## src/rtl/seg7_count_monitor.sv

```systemverilog
// Monitor for an active-low 7-segment bus: glitch filter, hex decode, step and direction tracking.
// Optional stall timer and `stalled` output when SEG7_MON_STALL_EN is defined.
module seg7_count_monitor #(
  parameter int STABLE_CYCLES = 2,
  parameter int CNT_W         = 8,
  parameter int STALL_CYCLES  = 255
) (
  input  logic             clk,
  input  logic             reset,
  input  logic [0:6]       seg_in,
  input  logic             clear,
  output logic [3:0]       value_out,
  output logic             value_valid,
  output logic             new_value,
  output logic             dir_up,
  output logic [CNT_W-1:0] step_count,
  output logic             step_err,
  output logic             invalid_err
`ifdef SEG7_MON_STALL_EN
  ,
  output logic             stalled
`endif
);

  localparam logic [3:0] STAB_N   = 4'(STABLE_CYCLES);
  localparam logic [3:0] STAB_ACC = 4'(STABLE_CYCLES - 1);
  localparam logic [0:6] BLANK    = 7'b1111111;

  // Returns {legal, digit}; legal=0 covers both blank and undecodable patterns.
  function automatic logic [4:0] seg_decode(input logic [0:6] p);
    case (p)
      7'b0000001: return {1'b1, 4'h0};
      7'b1001111: return {1'b1, 4'h1};
      7'b0010010: return {1'b1, 4'h2};
      7'b0000110: return {1'b1, 4'h3};
      7'b1001100: return {1'b1, 4'h4};
      7'b0100100: return {1'b1, 4'h5};
      7'b0100000: return {1'b1, 4'h6};
      7'b0001111: return {1'b1, 4'h7};
      7'b0000000: return {1'b1, 4'h8};
      7'b0000100: return {1'b1, 4'h9};
      7'b0001000: return {1'b1, 4'hA};
      7'b1100000: return {1'b1, 4'hB};
      7'b0110001: return {1'b1, 4'hC};
      7'b1000010: return {1'b1, 4'hD};
      7'b0110000: return {1'b1, 4'hE};
      7'b0111000: return {1'b1, 4'hF};
      default:    return 5'b0;
    endcase
  endfunction

  function automatic logic [CNT_W-1:0] sat_inc(input logic [CNT_W-1:0] c, input logic en);
    if (en && (c != {CNT_W{1'b1}})) return c + 1'b1;
    return c;
  endfunction

  // Stage p0: stability filter on the raw bus
  logic [0:6] cand_p0;
  logic [3:0] stab_cnt_p0;

  always_ff @(posedge clk or negedge reset) begin
    if (!reset) begin
      cand_p0     <= BLANK;
      stab_cnt_p0 <= 4'd0;
    end else if (seg_in != cand_p0) begin
      cand_p0     <= seg_in;
      stab_cnt_p0 <= 4'd1;
    end else if (stab_cnt_p0 < STAB_N) begin
      stab_cnt_p0 <= stab_cnt_p0 + 4'd1;
    end
  end

  logic       accept;
  logic [4:0] dec;
  logic       is_blank;
  logic [3:0] diff;
  logic       legal_acc;
  logic       changed;
  logic       good_step;
  logic       bad_step;
  logic       have_prev;

  assign accept    = (seg_in == cand_p0) && (stab_cnt_p0 == STAB_ACC);
  assign dec       = seg_decode(seg_in);
  assign is_blank  = (seg_in == BLANK);
  assign diff      = dec[3:0] - value_out;
  assign legal_acc = accept && dec[4];
  assign changed   = legal_acc && (!have_prev || (dec[3:0] != value_out));
  assign good_step = legal_acc && have_prev && ((diff == 4'd1) || (diff == 4'd15));
  assign bad_step  = legal_acc && have_prev && (diff != 4'd0) && !good_step;

  // Stage p1: decoded value, direction and statistics
  always_ff @(posedge clk or negedge reset) begin
    if (!reset) begin
      value_out   <= 4'd0;
      value_valid <= 1'b0;
      new_value   <= 1'b0;
      dir_up      <= 1'b0;
      step_count  <= '0;
      step_err    <= 1'b0;
      invalid_err <= 1'b0;
      have_prev   <= 1'b0;
    end else begin
      new_value   <= changed;
      step_count  <= sat_inc(clear ? '0 : step_count, good_step);
      step_err    <= (step_err & ~clear) | bad_step;
      invalid_err <= (invalid_err & ~clear) | (accept & ~dec[4] & ~is_blank);
      if (good_step) dir_up <= (diff == 4'd1);
      if (accept) begin
        if (dec[4]) begin
          value_out   <= dec[3:0];
          value_valid <= 1'b1;
          have_prev   <= 1'b1;
        end else begin
          value_valid <= 1'b0;
          have_prev   <= 1'b0;
        end
      end
    end
  end

`ifdef SEG7_MON_STALL_EN
  localparam int TMR_W = $clog2(STALL_CYCLES + 1);
  localparam logic [TMR_W-1:0] TMR_MAX = TMR_W'(STALL_CYCLES);

  logic [TMR_W-1:0] stall_tmr;

  always_ff @(posedge clk or negedge reset) begin
    if (!reset) begin
      stall_tmr <= '0;
    end else if (changed || !value_valid) begin
      stall_tmr <= '0;
    end else if (stall_tmr != TMR_MAX) begin
      stall_tmr <= stall_tmr + 1'b1;
    end
  end

  assign stalled = (stall_tmr == TMR_MAX);
`endif

endmodule

```

## config.mk

```make
export PLATFORM = sky130hd
export DESIGN_NAME = seg7_count_monitor
export DESIGN_NICKNAME = d
export VERILOG_FILES = /design/src/rtl/seg7_count_monitor.sv
export SDC_FILE = /design/constraint.sdc
export NUM_CORES = 1
export LEC_CHECK = 0
export CORE_ASPECT_RATIO = 2
export CORE_MARGIN = 2
export CORE_UTILIZATION = 59
export DETAILED_ROUTE_END_ITERATION = 12
export PLACE_DENSITY = 0.88
export SYNTH_ARGS = -nofsm -noshare
export SYNTH_HDL_FRONTEND = slang
export SYNTH_SLANG_ARGS = --single-unit
```

## constraint.sdc

```tcl
create_clock -name clk -period 7.9 [get_ports clk]
set_clock_uncertainty 0.2 [all_clocks]
set_input_delay 1.975 -clock clk [delete_from_list [all_inputs] [get_ports clk]]
set_output_delay 1.975 -clock clk [all_outputs]
set_load 0.005 [all_outputs]
```

==> results by group <==
Status
  • Result of the run: finished clean

Floorplan
  • DIE WIDTH: 44.4 um
  • FP Rows: 29
  • DIE HEIGHT: 84.8 um
  • Placeable core region: 3160 um2
  • Area of the die: 3760 um2
  • Number of primary I/O pins: 27
  • Initial core utilization: 61.0%

GRT
  • Initial antenna violation count: 0
  • Global-route wire length before repair: 7090 um
  • Remaining global-route overflow: 0
  • Total track usage: 25.0%
  • Largest net degree at the start of global routing: 29
  • Number of global-route vias before repair: 1609

CTS
  • Clock input transition at the sequential cells of the worst setup and hold paths: 0.09 ns
  • CTS H-tree lvls: 1
  • TritonCTS clock tree: yes
  • Cell at the root of the clock tree: clkbuf_8
  • Clock tree buffer depth: 2
  • Clk sink count: 28
  • CTS-repair resized insts: 0
  • Number of clock buffers inserted by TritonCTS: 3
  • Hold buffer count at cts: 0
  • Clock latency reported for the late side of the worst-skew pair: 0.28 ns
  • Post-CTS repair timing setup buffer count: 0

Route
  • Number of vias per cell after detailed routing: 6.43
  • Number of remaining DRC errors: 0
  • First-pass iteration count of the detailed router: 4
  • Drt first-iter violations: 49
  • Total number of vias: 1620
  • Routed length per instance: 16.2 um
  • Detail Route Antenna Nets: 0
  • Detailed-route wire length: 4090 um

Timing
  • Max transition margin: 27.1%
  • Post-Route Setup TNS: 0 ns
  • Number of endpoints with negative hold slack in the final report: 0
  • Shortest period the worst path allows: 6.04 ns
  • Final Slew Violations: 0
  • Worst-margin pin slew: 1.08 ns
  • Min setup slack post-route: 1.86 ns
  • Tcrit/Tclk final: 76.4%
  • Highest achievable clock rate: 0.166 GHz
  • RSZ-0062 raised after global routing: no
  • Final setup violation count: 0

Synth
  • Compound-cell area share of the yosys netlist: 13.3%
  • Flops & latches, synth: 28
  • Dominant synthesized flop cell: dfrtp_1
  • Number of distinct library cells after synthesis: 55
  • Main combinational cell family by area after synthesis: simple AND/OR/NAND/NOR gates
  • Most frequent cells after synthesis: dfrtp_1 (21), nor2_1 (18), clkbuf_1 (14)
  • Synthesized-area fraction occupied by and/or/nand/nor cells: 27.9%
  • Largest cells by area after synthesis: dfrtp_1 (27%), dfstp_2 (9.6%), xnor2_1 (5.5%)
  • Share of the yosys chip area belonging to registers: 36.8%
  • Area share of fa/ha/maj cells after synthesis: 4.94%
  • Instance count of the mapped netlist: 209
  • Synth Area per Inst: 9.21 um2
  • Library cell with the highest instance count after synthesis: dfrtp_1
  • Fraction of synthesis flops using an asynchronous set or reset pin: 100%
  • Post-synth net total: 226
  • Synth Area in XOR/XNOR: 8.12%
  • Post-synthesis mux area share: 2.92%
  • Number of warning messages in the yosys log: 0
  • Number of synthesized flops with an enable pin: 0
  • Post-synthesis instance area: 1930 um2
  • Yosys top cell area share: 27.3%
  • Cell taking the most area after synthesis: dfrtp_1

Cells and area
  • Net count of the finished layout: 239
  • Filler Cells Inserted: 261
  • Finished layout cell area: 2220 um2
  • Antenna Cells: 0
  • Area added between synthesis and finish: 15.2%
  • Share of cells above drive strength 1: 10.9%
  • Final core utilization: 70.3%

Critical path
  • Worst EP required: 7.87 ns
  • Crit Path Class: primary input to flip-flop
  • Critical path arrival: 6.01 ns
  • Crit path launch type: primary input
  • Delay of the slowest cell on the worst path: 0.90 ns
  • Capturing element type of the critical path: flip-flop
  • Critical path peak fanout: 18
  • Slowest CP cell: clkdlybuf4s50_1
  • Cell mode on critical path: mux2_4
  • Cell Chain, Critical Path: clkdlybuf4s50_1 > nor4bb_1 > nand2b_1 > a21o_1 > o311ai_0 > ha_1 > a21oi_1 > xor3_2 > mux2_4 > nor3b_1 > mux2_4

Place
  • Placed Instance Area: 2150 um2
  • Port-buffer cells: 26
  • Worst slack at placement: 1.64 ns
  • Dpl hpwl: 3090 um
  • Final weighted congestion of routability-driven global placement: 0.864

Power
  • Max VDD drop: 0.112 mV
  • Pwr Density: 148 nW/um2
  • Static leakage: 0.924 nW

Run
  • Maximum Capacitance Violations: 0

Min path
  • Hold/Removal Path Class: flip-flop to flip-flop
==> report_power, final <==
group          internal [mW]  leakage [nW]  switching (mW)  total (mW)
Clock                 0.0679        0.0357          0.0453       0.113
Combinational         0.0279         0.540          0.0335      0.0614
Sequential             0.150         0.348         0.00431       0.154
Total                  0.246         0.924          0.0831       0.329
==> cells by family after synthesis <==
group / after synthesis
compound gates: 38
fa+ha+maj: 7
buf+inv: 27
flops: 28
xor+xnor: 16
simple gates: 89
mux: 4
==> critical path: cells and delay by family <==
| kind | cells | cell delay [ns] |
|---|---|---|
| and+or+nand+nor | 3 | 1.16 |
| adders and majority gates | 1 | 0.38 |
| muxes | 2 | 0.69 |
| buffers and inverters | 1 | 0.90 |
| AOI/OAI and AO/OA | 3 | 0.53 |
| xor gates and xnor gates | 1 | 0.34 |
==> flip-flops by register name, indices dropped and copies added, names as in the netlist <==
name         count
value_out        4
new_value        1
stab_cnt_p0      4
invalid_err      1
step_err         1
have_prev        1
step_count       8
dir_up           1
cand_p0          7
==> cells in the final DEF, fill, tap and decap left out, types with 2 or more instances in the layout <==
master           Yosys  final
or2_2                2      2
and3_1               3      3
or4_1                2      2
a21oi_1             10     10
o31ai_1              2      2
xnor2_1             12     12
nor2b_1              7      7
dfrtp_1             21     21
xor2_1               3      3
nor3b_1              2      2
a21o_1               2      2
nand3b_4             2      2
inv_1                8      8
clkbuf_8             0      3
nor2_1              18     18
o22ai_1              2      2
dfstp_2              7      7
nand4_1              5      5
nor3_1               9      9
a21boi_1             2      2
o21ai_0              8      8
ha_1                 6      6
clkdlybuf4s50_1      0     26
nand4b_1             2      2
nand3_1              9      9
nor4bb_1             2      2
or3_1                2      2
nand2_1             13     13
nand2b_1             3      3
mux2_4               3      3
and4_1               2      2
==> path summary, 6_finish.rpt <==
path | to | start | slack (ns) | depth (start not counted)
setup reg to reg | step_count[3] | cand_p0[1] | 5.05 | 6
setup / recovery | step_count[3] | seg_in[1] | 1.86 | 11
hold reg to reg | dir_up | dir_up | 0.30 | 2
hold / removal | dir_up | dir_up | 0.30 | 2
min in group asynchronous | step_count[1] | reset | 1.86 | 2
max in group asynchronous | cand_p0[1] | reset | 5.33 | 2
==> metrics by stage <==
step	total power, mW	hold slack (ns)	std cells
floorplan	0.196	0.270	209
global placement	0.216	0.288	248
detailed placement	0.217	0.285	248
CTS	0.332	0.307	252
global route	0.346	0.346	252
finish	0.329	0.296	252
==> layout make-up <==
cell class / count / area, um2 / share of cell area, %
multi-input combinational: 154 / 1100 / 49.6
sequential: 28 / 709 / 32.0
timing repair buffer: 27 / 268 / 12.1
clock buffer: 3 / 41.3 / 1.86
tap: 31 / 38.8 / 1.75
clock inverter: 1 / 30.0 / 1.35
inverter: 8 / 30.0 / 1.35
==> routing by layer <==
metal / vias to the layer above / GRT usage [%] / part of all wire (%)
met4: 0 / 16.5 / 5.7
met5: - / 0 / 0
li1: 763 / - / -
met1: 773 / 26.0 / 36
met3: 21 / 3.01 / 3.3
met2: 63 / 43.9 / 55
Power figures use the tool's default switching activity.
